<file path="config.mk">
export PLATFORM = sky130hd
export DESIGN_NAME = cpu_ctrl_fsm_p
export DESIGN_NICKNAME = d
export VERILOG_FILES = /design/src/rtl/cpu_ctrl_fsm_p.sv
export SDC_FILE = /design/constraint.sdc
export NUM_CORES = 1
export LEC_CHECK = 0
export CORE_ASPECT_RATIO = 1.5
export CORE_MARGIN = 3
export CORE_UTILIZATION = 43
export CTS_BUF_LIST = sky130_fd_sc_hd__clkbuf_8
export DETAILED_ROUTE_END_ITERATION = 8
export PLACE_DENSITY = 0.86
export SYNTH_ARGS = -nofsm -noshare
export SYNTH_HDL_FRONTEND = slang
export SYNTH_SLANG_ARGS = --single-unit
</file>
<file path="constraint.sdc">
create_clock -name clk -period 2.5 [get_ports clk]
set_clock_uncertainty 0.15 [all_clocks]
set_input_delay 0.625 -clock clk [delete_from_list [all_inputs] [get_ports clk]]
set_output_delay 0.625 -clock clk [all_outputs]
set_load 0.01 [all_outputs]
</file>
<file path="src/rtl/cpu_ctrl_fsm_p.sv">
// Instruction-sequencing control unit for the bus datapath: one instruction per handshake,
// one-hot register/bus strobes, ALU controls. Optional HALT opcode under CPU_FSM_HALT_EN.
module cpu_ctrl_fsm_p #(
   parameter  int REG_ADDR_W = 3,
   parameter  int OP_W       = 4,
   localparam int INSTR_W    = OP_W + 2*REG_ADDR_W,
   localparam int NUM_REGS   = 2**REG_ADDR_W
) (
   input  logic                clk,
   input  logic                rst,
   input  logic [INSTR_W-1:0]  instruction,
   input  logic                instr_valid,
   output logic                instr_ready,
   output logic [NUM_REGS-1:0] reg_en,
   output logic [NUM_REGS-1:0] reg_tri,
   output logic                extern_tri,
   output logic                alu_a_en,
   output logic                alu_g_en,
   output logic                alu_g_tri,
   output logic [1:0]          alu_op,
   output logic                done,
   output logic                illegal_op
);

`ifdef CPU_FSM_HALT_EN
   typedef enum logic [3:0] {IDLE, LOAD, MOVE, ALU1, ALU2, ALU3, ILL, HALT_DN, HALT} state_t;
`else
   typedef enum logic [2:0] {IDLE, LOAD, MOVE, ALU1, ALU2, ALU3, ILL} state_t;
`endif

   state_t               state, nxt;
   logic [INSTR_W-1:0]   instr_q;
   logic [OP_W-1:0]      op_q;
   logic [REG_ADDR_W-1:0] x, y;
   logic                 ready_st, accept;

   assign op_q = instr_q[INSTR_W-1 -: OP_W];
   assign x    = instr_q[2*REG_ADDR_W-1:REG_ADDR_W];
   assign y    = instr_q[REG_ADDR_W-1:0];

   // First execute state for an incoming opcode
   function automatic state_t dec(input logic [OP_W-1:0] op);
      state_t s;
      s = ILL;
      if (op == OP_W'(0))                         s = LOAD;
      else if (op == OP_W'(1))                    s = MOVE;
      else if (op >= OP_W'(2) && op <= OP_W'(5))  s = ALU1;
`ifdef CPU_FSM_HALT_EN
      else if (op == OP_W'(15))                   s = HALT_DN;
`endif
      return s;
   endfunction

   // Ready in IDLE and in every retiring cycle, so issue can be back-to-back
   assign ready_st    = (state == IDLE) || (state == LOAD) || (state == MOVE) || (state == ALU3);
   assign instr_ready = ready_st && rst;
   assign accept      = instr_valid && instr_ready;

   always_ff @(posedge clk or negedge rst) begin
      if (!rst) begin
         state   <= IDLE;
         instr_q <= '0;
      end else begin
         state <= nxt;
         if (accept) instr_q <= instruction;
      end
   end

   always_comb begin
      nxt = state;
      case (state)
         IDLE:             if (accept) nxt = dec(instruction[INSTR_W-1 -: OP_W]);
         LOAD, MOVE, ALU3: nxt = accept ? dec(instruction[INSTR_W-1 -: OP_W]) : IDLE;
         ALU1:             nxt = ALU2;
         ALU2:             nxt = ALU3;
         ILL:              nxt = IDLE;
`ifdef CPU_FSM_HALT_EN
         HALT_DN:          nxt = HALT;
         HALT:             nxt = HALT;
`endif
         default:          nxt = IDLE;
      endcase
   end

   always_comb begin
      reg_en     = '0;
      reg_tri    = '0;
      extern_tri = 1'b0;
      alu_a_en   = 1'b0;
      alu_g_en   = 1'b0;
      alu_g_tri  = 1'b0;
      alu_op     = 2'b00;
      done       = 1'b0;
      illegal_op = 1'b0;
      case (state)
         LOAD: begin
            reg_en     = NUM_REGS'(1) << x;
            extern_tri = 1'b1;
            done       = 1'b1;
         end
         MOVE: begin
            // Self-move is a no-op on the bus but still retires
            if (x != y) begin
               reg_en  = NUM_REGS'(1) << x;
               reg_tri = NUM_REGS'(1) << y;
            end
            done = 1'b1;
         end
         ALU1: begin
            reg_tri  = NUM_REGS'(1) << x;
            alu_a_en = 1'b1;
         end
         ALU2: begin
            reg_tri  = NUM_REGS'(1) << y;
            alu_g_en = 1'b1;
            case (op_q[2:0])
               3'd3:    alu_op = 2'b10;
               3'd4:    alu_op = 2'b01;
               3'd5:    alu_op = 2'b11;
               default: alu_op = 2'b00;
            endcase
         end
         ALU3: begin
            alu_g_tri = 1'b1;
            reg_en    = NUM_REGS'(1) << x;
            done      = 1'b1;
         end
         ILL: illegal_op = 1'b1;
`ifdef CPU_FSM_HALT_EN
         HALT_DN: done = 1'b1;
`endif
         default: ;
      endcase
   end

endmodule

</file>
== Word-level counts from Yosys, hierarchy flattened ==
Cells that the tools add are included.
Storage, ports and cells
  register bits after elaboration: 12
  output and inout port bits: 25
  word-level logic and storage cells: 46
Cells by class
  $lt $le $gt $ge: 2
  shifts and indexed selects: 2
  equality and inequality tests: 12
  reduce and logical (&&, ||, !) cells: 10
  muxes and demuxes: 18
Operators with widths (number)
  $pmux W8 S3: 1
  $mux W8: 2
  $pmux W8 S2: 1
  $shl A1 B3 Y8 const A: 2
  $eq A3 B3 Y1 const B: 5
  $mux W3: 5
  $pmux W3 S4: 1
  $eq A3 B2 Y1 const B: 3
  $mux W1: 6
  $pmux W2 S3: 1
  $eq A4 B1 Y1 const B: 1
  $ge A4 B2 Y1 const B: 1
  $le A4 B3 Y1 const B: 1
  $logic_not A4 Y1: 1
  $eq A3 B1 Y1 const B: 1
  $logic_and A1 B1 Y1: 3
  $logic_not A3 Y1: 1
  $logic_or A1 B1 Y1: 3
  $ne A3 B3 Y1: 1
  $reduce_or A3 Y1: 1
  $mux W2: 1
  $ne A2 B2 Y1 const B: 1
  $reduce_or A2 Y1: 1

== Depth between registers and ports, before layout ==
Gate-level depths: netlist (run 1).
  depth in word-level cells: 8
  mapped depth: 6
  mapped depth without buffers: 4

== Worst setup path before layout (run 1) ==
No wires, ideal clock.
  path type: register to output
  start: reg state[2]
  end: out reg_tri[1]
  arrival time: 1.386 ns
  buffers on the path: 0
  path slack: 0.339 ns
  stages on the path, launching flop included: 5
  cell sequence: dfrtp_1 -> or3b_4 -> a31oi_4 -> o21bai_2 -> o22ai_1
On the way
  cells in the longest elaborated chain, start to end: 2
  elaborated cells between the ends (all ways): 4
  classes of those cells: 3 x eq/ne; 1 x mux
RTL lines
  from (decl): line 31  | state_t state, nxt;
  from (signal assigned): line 64  | state <= nxt;
  $eq A3 B3 Y1 / $eq A3 B2 Y1 (equally long branches): line 95  | case (state)
  $pmux W8 S3 (*): line 95
  to (decl): line 15  | output logic [NUM_REGS-1:0] reg_tri,
Mark *: on every way between the ends. The rest lies on a longest branch, timed or not.

== Worst setup path after layout (run 1) ==
Same ends and word-level chain as after synthesis.

==> impl_metrics.tcl, run 1 <==
set metrics [dict create \
    cp.arrival_ps 1800 \
    multiInputGateArea_um2 612 \
    crit_chain "or3b_4 > a31oi_4 > buf_6 > o21bai_4 > o22ai_2 > buf_2" \
    antenna_found_initial 0 \
    slew_headroom_pct 83.9 \
    synth_cell_types 31 \
    violations "setup timing" \
    synth_area_leader_cell "dfrtp_1" \
    vias 921 \
    cp_max_fo 4 \
    grt_usage_pct 19.0 \
    avgRoutedWirePerCell_um 15.3 \
    synth-compound-area-share_pct 18.6 \
    clkTransAtPathRegs_ps 50 \
    drv_slew 0 \
    yosysSeqAreaShare_pct 35.2 \
    io-pin-count 38 \
    tightestPinTransition_ps 238 \
    synth_xor_xnor_area_share_pct 4.11 \
    cp-end-kind "output pin" \
    cts_buffers 3 \
    die_area_um2 2560 \
    dp.cells 157 \
    yosysTopAreaCellShare_pct 35.2 \
    grt_pass1_vias 862 \
    fin_crit_ps 2580 \
    cap_violations 0 \
    clk_path_buf_depth 2 \
    fin_crit_sh_pct 103 \
    required_ps 1730 \
    synth.area.top_cells "dfrtp_1 (35%), mux2_2 (12%), nor2_1 (5.3%), o22ai_1 (5.1%), nand2b_1 (4.4%)" \
    crit_path_max_incr_delay_ps 430 \
    hp-start "instr_q[6]$_DFFE_PN0N_" \
    tns_ps -426 \
    core_area_um2 1850 \
    gp_congestion 0.911 \
    ys_seq_elements 12 \
    clock.fmax_mhz 388 \
    antenna_left 0 \
    rsz0062_at_grt "yes" \
    finalNonFillerCells 165 \
    routed_wl_um 2530 \
    dpl-instance-area_um2 1330 \
    vias_per_cell 5.58 \
    cts_root_buf "clkbuf_8" \
    muxShareOfSynthArea_pct 11.9 \
    fin_ws_ps -79.0 \
    drive_gt1_share_pct 47.9 \
    nFillCells 129 \
    hold_path_class "reg -> reg" \
    p_per_area_nw_per_um2 1240 \
    drc 0 \
    stdcell_area_um2 1420 \
    place_hpwl_um 1800 \
    die_h_um 60.5 \
    synth_top_family_by_area "simple AND/OR/NAND/NOR gates" \
    setup_viol 12 \
    syn_inst 89 \
    diodes 0 \
    grt_max_degree 15 \
    clock-sinks 12 \
    holdPathStages 1 \
    place_ws_ps -155 \
    p_leak_nw 0.670 \
    die_w_um 42.3 \
    first_pass_iters 4 \
    fp-row-count 19 \
    finish.net_count 158 \
    grt_pass1_wl_um 3760 \
    yosys.area_share.simple_pct 26.7 \
    tritoncts "yes" \
    syn2layout_area_growth_pct 67.0 \
    status "complete, but fails checks" \
    cts_max_level 1 \
    initial_core_util_pct 46.0 \
    r2r-start "state[2]$_DFFE_PN0P_" \
    hold_ws_ps 354 \
    clk_latency_ps 240 \
    yosys_warnings 0 \
    drtIter0Drc 40 \
    synth_area_per_cell_um2 9.57 \
    crit_type "reg -> out" \
    yosys.area_share.adder_pct 0 \
    r2r_cells 5 \
    syn_area_um2 852 \
    syn_nets 102 \
    crit_slowest_cell "or3b_4" \
    r2r_end "instr_q[0]$_DFFE_PN0N_" \
    hold_violations 0 \
    vdd_drop_max_uv 817 \
    overflow 0 \
    io_buffers 37 \
    cts_hold_buf 0 \
    reg2reg_slack_ps 720 \
    seqCellArea_um2 300 \
    hold_path_end "instr_q[6]$_DFFE_PN0N_" \
    worst_setup_path_start_kind "flip-flop" \
]
==> cell type report <==
class | instances | share of cell area, %
sequential | 12 | 21.1
tap | 21 | 1.85
multi-input combinational | 73 | 43.0
clock buffer | 4 | 3.87
timing repair buffer | 55 | 30.2
==> metal layers <==
metal | GRT usage (%) | share of wire [%] | vias up
met5 | 0 | 0 | -
met4 | 7.56 | 2.5 | 0
met1 | 21.3 | 40 | 442
li1 | - | - | 435
met3 | 3.26 | 5.3 | 8
met2 | 35.5 | 52 | 36
==> placed cells by master (no fill, tap or decap), drive strengths merged <==
master | synthesis | final
a21boi | 1 | 1
a21o | 1 | 1
a21oi | 3 | 3
a31oi | 2 | 2
and2 | 2 | 2
and2b | 2 | 2
and3 | 2 | 2
buf | 4 | 30
clkbuf | 0 | 8
clkdlybuf4s50 | 0 | 15
dfrtp | 12 | 12
dlygate4sd2 | 0 | 4
dlymetal6s2s | 0 | 2
mux2 | 9 | 9
nand2 | 6 | 6
nand2b | 6 | 6
nor2 | 13 | 13
nor3 | 3 | 3
nor3b | 1 | 1
nor4 | 1 | 1
nor4b | 1 | 1
o21ai | 2 | 2
o21bai | 2 | 2
o22ai | 7 | 7
o32ai | 2 | 2
or2 | 1 | 1
or3 | 1 | 1
or3b | 1 | 1
xnor2 | 3 | 3
xor2 | 1 | 1
==> sequential cells by signal (all words and copies together) (netlist names) <==
register / flops
state: 3
instr_q: 9
==> cells in the mapped netlist <==
cell type,count
xnor2_1,3
nor3_1,1
and3_1,2
nand2b_1,6
dfrtp_1,12
a31oi_1,1
a21boi_1,1
a21o_1,1
nor4b_1,1
or3b_4,1
o32ai_1,2
nor3b_2,1
o22ai_1,7
and2_1,2
or3_1,1
buf_2,2
nand2_1,6
xor2_1,1
or2_2,1
nor3_2,2
mux2_2,9
o21ai_2,2
buf_4,1
o21bai_2,2
a31oi_4,1
nor2_1,12
a21oi_1,3
buf_6,1
nor4_1,1
nor2_2,1
and2b_1,2
==> cells by family (layout without fill, tap and decap cells) <==
family	count (synthesis)	in the layout
AO/OA/AOI/OAI	20	20
XOR/XNOR	4	4
buffers and inverters	4	59
flip-flops	12	12
multiplexers	9	9
AND/OR/NAND/NOR	40	40
==> timing repair <==
item | CTS | global route
gates resized for setup | 58 | 23
setup endpoints to repair | 20 | 19
buffers inserted | 4 | 0
pin swaps | 5 | 10
==> critical path: cells and delay by family (launching register included) <==
family	cells	cell delay, ps
and+or+nand+nor	1	430
AOI/OAI and AO/OA	3	440
buffers and inverters	2	310
DFF	1	390
==> report_power, final <==
| part | switching [mW] | total (mW) | internal [mW] | leakage [nW] |
|---|---|---|---|---|
| Sequential | 0.0758 | 0.367 | 0.291 | 0.144 |
| Clock | 0.0663 | 0.205 | 0.139 | 0.0288 |
| Combinational | 0.595 | 1.19 | 0.597 | 0.497 |
==> metrics by stage <==
stage | utilization (%) | total power, mW
after floorplan | - | 0.980
after global routing | 76.7 | 1.87
after global placement | 71.5 | 1.40
after CTS | 72.7 | 1.63
after detailed placement | 71.5 | 1.43
final | 76.7 | 1.76
==> worst max-delay path by stage <==
stage | start | end | slack (ps) | cells after the start
global placement | state[0]$_DFFE_PN0P_ | reg_tri[0] | -100 | 5
CTS | state[0]$_DFFE_PN0P_ | reg_tri[1] | -30 | 6
floorplan | state[2]$_DFFE_PN0P_ | reg_tri[1] | 340 | 4
global route | state[2]$_DFFE_PN0P_ | reg_tri[1] | -130 | 6
finish | state[2]$_DFFE_PN0P_ | reg_tri[1] | -80 | 6
detailed placement | state[0]$_DFFE_PN0P_ | reg_tri[1] | -150 | 5
No activity file was read; power rests on OpenSTA's default activity.
==> inputs of run 2 (changes only) <==
==> config.mk (replaced) <==
export PLATFORM = sky130hd
export DESIGN_NAME = cpu_ctrl_fsm_p
export DESIGN_NICKNAME = d
export VERILOG_FILES = /design/src/rtl/cpu_ctrl_fsm_p.sv
export SDC_FILE = /design/constraint.sdc
export NUM_CORES = 1
export LEC_CHECK = 0
export CORE_MARGIN = 3
export CORE_UTILIZATION = 45
export CTS_BUF_LIST = sky130_fd_sc_hd__clkbuf_8
export DETAILED_ROUTE_END_ITERATION = 8
export PLACE_DENSITY = 0.89
export SYNTH_ARGS = -nofsm -noshare
export SYNTH_HDL_FRONTEND = slang
export SYNTH_SLANG_ARGS = --single-unit
export TNS_END_PERCENT = 1
==> constraint.sdc (replaced) <==
create_clock -name clk -period 3.1 [get_ports clk]
set_clock_uncertainty 0.15 [all_clocks]
set_input_delay 0.775 -clock clk [delete_from_list [all_inputs] [get_ports clk]]
set_output_delay 0.775 -clock clk [all_outputs]
set_load 0.01 [all_outputs]
==> run 2 against run 1 <==
The run now ends clean. Critical path depth shrank 1. Global-route usage is 0.18 points lower. Flip-flop and latch count unchanged. Cell count is 7.3% lower. Sequential share of layout area grew 2.0 points. Die area down 4.3%. Setup slack improved by 150 ps. Clock power shrank 35%. Via count down 10%. Total power is 34% lower. Worst hold slack worse by 3.6 ps. Sequential power is 4% lower.
==> impl_metrics.tcl, run 2 (synthesis gave the netlist of run 1 again) <==
set metrics [dict create \
    vias_per_cell 5.42 \
    clk_path_buf_depth 2 \
    clkTransAtPathRegs_ps 50 \
    core_area_um2 1760 \
    fin_crit_ps 3030 \
    fin_crit_sh_pct 97.7 \
    fin_ws_ps 70.7 \
    rsz0062_at_grt "no" \
    multiInputGateArea_um2 523 \
    die_w_um 49.5 \
    p_leak_nw 0.687 \
    hold_path_end "instr_q[6]$_DFFE_PN0N_" \
    cp.arrival_ps 2100 \
    vias 829 \
    finish.net_count 143 \
    post_cts_resized 6 \
    first_pass_iters 4 \
    clock.fmax_mhz 330 \
    r2r_cells 5 \
    cts_root_buf "clkbuf_8" \
    hold_path_class "reg -> reg" \
    r2r-start "state[2]$_DFFE_PN0P_" \
    cp_max_fo 7 \
    required_ps 2170 \
    drive_gt1_share_pct 21.9 \
    drtIter0Drc 9 \
    holdPathStages 1 \
    crit_path_max_incr_delay_ps 540 \
    clk_latency_ps 230 \
    regMostFlops "instr_q" \
    fp-row-count 15 \
    grt_max_degree 15 \
    hp-start "instr_q[6]$_DFFE_PN0N_" \
    grt_pass1_vias 779 \
    setup_viol 0 \
    nFillCells 131 \
    slew_headroom_pct 78.5 \
    tightestPinTransition_ps 318 \
    drc 0 \
    io-pin-count 38 \
    cp-end-kind "output pin" \
    crit_buf_inv 1 \
    reg2reg_slack_ps 1390 \
    layout_common_cells "clkdlybuf4s50_1 (22), nor2_1 (12), dfrtp_1 (10), dlymetal6s2s_1 (10), mux2_2 (9)" \
    cts_setup_buffers 0 \
    cts_hold_buf 0 \
    syn2layout_area_growth_pct 53.7 \
    worst_setup_path_start_kind "flip-flop" \
    status "finished, final reports clean" \
    io_buffers 37 \
    gp_congestion 0.817 \
    place_hpwl_um 1730 \
    cts_buffers 3 \
    largest_reg_flops 9 \
    p_total_mw 1.17 \
    avgRoutedWirePerCell_um 14.0 \
    reg_top3 "instr_q: 9 flops, state: 3 flops" \
    die_area_um2 2450 \
    r2r_end "instr_q[4]$_DFFE_PN0N_" \
    crit_chain "or3b_4 > a31oi_4 > o21ai_2 > nor2_1 > clkdlybuf4s50_1" \
    antenna_found_initial 0 \
    crit_type "reg -> out" \
    hold_violations 0 \
    p_per_area_nw_per_um2 890 \
    overflow 0 \
    crit_family "simple AND/OR/NAND/NOR gates" \
    cts_max_level 1 \
    dpl-instance-area_um2 1250 \
    routed_wl_um 2140 \
    stdcell_area_um2 1310 \
    final_common_cell "clkdlybuf4s50_1" \
    initial_core_util_pct 48.3 \
    seqCellArea_um2 303 \
    place_ws_ps 204 \
    vdd_drop_max_uv 599 \
    drv_slew 0 \
    clock-sinks 12 \
    cap_violations 0 \
    diodes 0 \
    tns_ps 0 \
    grt_usage_pct 18.8 \
    antenna_left 0 \
    grt_pass1_wl_um 3590 \
    crit_slowest_cell "clkdlybuf4s50_1" \
    tritoncts "yes" \
    die_h_um 49.5 \
]
-- run 2: routing by layer --
layer | vias up | global-route usage, % | part of all wire, %
met4 | 0 | 6.91 | 0.28
met3 | 2 | 3.02 | 7.4
li1 | 410 | - | -
met2 | 42 | 33.5 | 50
met5 | - | 0 | 0
met1 | 375 | 22.8 | 42
-- run 2: layout make-up --
cell class	instances	share of cell area, %
Clock buffer	3	3.15
Sequential cell	12	23.1
Tap cell	25	2.39
Timing Repair Buffer	40	31.4
Multi-Input combinational cell	73	39.9
-- run 2: stage by stage --
stage          utilization, %  instances  hold WS, ps
2_1_floorplan               -         89          322
3_3_place_gp             70.7        150          335
3_5_place_dp             70.7        150          346
4_1_cts                  72.8        153          356
5_1_grt                  74.3        153          375
6_report                 74.3        153          351
-- run 2: worst max path at each step --
stage,from,endpoint,depth (start not counted)
floorplan,state[2]$_DFFE_PN0P_,reg_tri[1],4
global route,state[1]$_DFFE_PN0P_,reg_en[6],5
detailed placement,state[1]$_DFFE_PN0P_,reg_tri[7],5
finish,state[0]$_DFFE_PN0P_,reg_en[6],5
CTS,state[0]$_DFFE_PN0P_,reg_tri[6],5
global placement,rst,instr_ready,3
-- run 2: power by group --
part | leakage, nW | switching, mW | internal (mW)
clock | 0.0216 | 0.0495 | 0.0850
combinational | 0.524 | 0.320 | 0.358
sequential | 0.142 | 0.117 | 0.236
total | 0.687 | 0.486 | 0.679
==> inputs of run 3 (changes only) <==
--- a/config.mk
+++ b/config.mk
@@ -5,11 +5,13 @@
 export SDC_FILE = /design/constraint.sdc
 export NUM_CORES = 1
 export LEC_CHECK = 0
+export ABC_AREA = 1
+export CORE_ASPECT_RATIO = 1.75
 export CORE_MARGIN = 3
 export CORE_UTILIZATION = 45
 export CTS_BUF_LIST = sky130_fd_sc_hd__clkbuf_8
 export DETAILED_ROUTE_END_ITERATION = 8
-export PLACE_DENSITY = 0.89
+export PLACE_DENSITY = 0.85
 export SYNTH_ARGS = -nofsm -noshare
 export SYNTH_HDL_FRONTEND = slang
 export SYNTH_SLANG_ARGS = --single-unit
==> constraint.sdc (replaced) <==
create_clock -name clk -period 2.98 [get_ports clk]
set_clock_uncertainty 0.15 [all_clocks]
set_input_delay 0.745 -clock clk [delete_from_list [all_inputs] [get_ports clk]]
set_output_delay 0.745 -clock clk [all_outputs]
set_load 0.01 [all_outputs]
==> run 3 against run 2 <==
Synthesized area is 23% higher. Clock power rose by 6%. Worst hold slack worse by 3.6 ps. Global-route usage increased by 0.43 points. Via count is 48% higher. Utilization shrank 4.7 points. Sequential share of layout area is 3.0 points lower. Largest power group unchanged.
==> impl_metrics.tcl, run 3 <==
set metrics [dict create \
    syn2layout_area_growth_pct 42.4 \
    fin_crit_sh_pct 96.5 \
    clk_latency_ps 240 \
    layout_common_cells "clkdlybuf4s50_1 (37), nand2_1 (36), nand3_1 (24)" \
    core_area_um2 2150 \
    rsz0062_at_grt "no" \
    crit_buf_inv 3 \
    die_h_um 69.9 \
    pwr-share-seq_pct 26.5 \
    swShare_pct 49.6 \
    grt_pass1_wl_um 4570 \
    drc 0 \
    worst_setup_path_start_kind "flip-flop" \
    syn_nets 176 \
    post-synth-top-count-cell "nand2_1" \
    r2r-start "state[0]$_DFFE_PN0P_" \
    reg_top3 "instr_q: 9 flops, state: 3 flops" \
    status "finished, final reports clean" \
    hp-start "instr_q[6]$_DFFE_PN0N_" \
    cp-end-kind "output pin" \
    gp_congestion 0.827 \
    yosysTopAreaCellShare_pct 28.6 \
    crit_family "buffers and inverters" \
    place_hpwl_um 2250 \
    cp_max_fo 9 \
    avgRoutedWirePerCell_um 12.4 \
    largest_reg_flops 9 \
    vias_per_cell 5.44 \
    required_ps 2090 \
    synthArstFlopShare_pct 100 \
    cp.arrival_ps 1980 \
    drv_slew 0 \
    grt_max_degree 23 \
    clkTransAtPathRegs_ps 50 \
    drtIter0Drc 33 \
    vias 1223 \
    yosys_warnings 0 \
    final_common_cell "clkdlybuf4s50_1" \
    yosysSeqAreaShare_pct 28.6 \
    crit_chain "inv_2 > nand2_4 > nor2_2 > buf_4 > a22oi_1 > nand2_1 > clkdlybuf4s50_1" \
    cap_violations 0 \
    clock.fmax_mhz 348 \
    tritoncts "yes" \
    drive_gt1_share_pct 9.45 \
    synth-main-ff-cell "dfrtp_1" \
    synthTopCellsByCount "nand2_1 (36), inv_1 (24), nand3_1 (24)" \
    antenna_found_initial 0 \
    io_buffers 37 \
    overflow 0 \
    setup_viol 0 \
    hold_ws_ps 347 \
    io-pin-count 38 \
    intPower_uw 675 \
    slew_headroom_pct 75.5 \
    multiInputGateArea_um2 611 \
    comb_power_share_pct 63.0 \
    syn_area_um2 1050 \
    cts_root_buf "clkbuf_8" \
    first_pass_iters 4 \
    synth_area_per_cell_um2 6.43 \
    crit_path_max_incr_delay_ps 550 \
    clock-sinks 12 \
    cts_max_level 1 \
    p_sw_uw 665 \
    grt_usage_pct 19.3 \
    hold_violations 0 \
    antenna_left 0 \
    nFillCells 206 \
    crit_slowest_cell "clkdlybuf4s50_1" \
    syn_inst 163 \
    clockPowerShare_pct 10.6 \
    tns_ps 0 \
    finish.net_count 216 \
    die_area_um2 2970 \
    synth_cell_types 23 \
    clk_path_buf_depth 2 \
    initial_core_util_pct 48.8 \
    ys_seq_elements 12 \
    fin_crit_ps 2880 \
    diodes 0 \
    cts_buffers 3 \
    synth_edf_count 0 \
    regMostFlops "instr_q" \
    hold_path_class "reg -> reg" \
    vdd_drop_max_uv 488 \
    die_w_um 42.5 \
    fp-row-count 22 \
    tightestPinTransition_ps 367 \
    routed_wl_um 2790 \
    startpoint "state[0]$_DFFE_PN0P_" \
    synth.area.top_cells "dfrtp_1 (29%), nand2_1 (13%), nand3_1 (11%), inv_1 (8.6%), a22oi_1 (5.7%)" \
    seqCellArea_um2 300 \
    p_leak_nw 0.752 \
    grt_pass1_vias 1160 \
    synth_area_leader_cell "dfrtp_1" \
    crit_type "reg -> out" \
    p_per_area_nw_per_um2 898 \
]
## run 3: final timing paths
check,to,slack [ps],depth (start not counted)
worst max-delay path,reg_tri[1],100,7
worst min-delay path,instr_q[6]$_DFFE_PN0N_,350,2
worst max register to register,state[2]$_DFFE_PN0P_,1580,6
worst min register to register,instr_q[6]$_DFFE_PN0N_,350,2
max in group asynchronous,instr_q[4]$_DFFE_PN0N_,1820,2
min in group asynchronous,state[1]$_DFFE_PN0P_,690,2
## run 3: repair_timing
item                       CTS  global route
setup buffers                0             1
gates resized for setup      0             3
setup endpoints to repair    0            16
hold buffers                 0             0
## run 3: layout make-up
type	instances	share of cell area (%)
multi-input cells	118	40.9
inverters	28	7.04
clock buffers	3	2.77
flip-flops and latches	12	20.1
repair buffers	40	27.2
well taps	24	2.01
## run 3: power groups by stage
stage	sequential (mW)	combinational (mW)	clock [mW]
after floorplan	0.332	0.554	0
after global placement	0.347	0.771	0
after detailed placement	0.354	0.806	0
after CTS	0.352	0.809	0.149
after global routing	0.367	0.924	0.153
final	0.355	0.844	0.142
## run 3: worst min-delay path: stages, from the launching register on
cell and delay, ps:
dfrtp_1 340, nand2_1 60, o21ai_1 60
## run 3: cell families after synthesis
group	after synthesis	synth area share [%]
simple gates	93	42.8
buf+inv	33	13.8
compound gates	23	13.0
flops	12	28.6
xor+xnor	2	1.67
## run 3: per-stage QoR
step           power [mW]  setup slack [ps]  cells  utilization [%]  instance area [µm²]
6_report             1.34               104    225             69.5                 1490
5_1_grt              1.44              2.20    225             69.5                 1490
4_1_cts              1.31              29.3    224             68.2                 1470
3_5_place_dp         1.16               188    221             66.3                 1420
3_3_place_gp         1.12               202    221             66.3                 1420
2_1_floorplan       0.885               933    163                -                 1050
## run 3: metal layers
metal,track usage (%),vias up,share of wire [%]
met5,0,-,0
met4,17.3,0,5.4
met3,2.84,15,4.9
met2,35.8,56,55
met1,16.3,544,35
li1,-,608,-
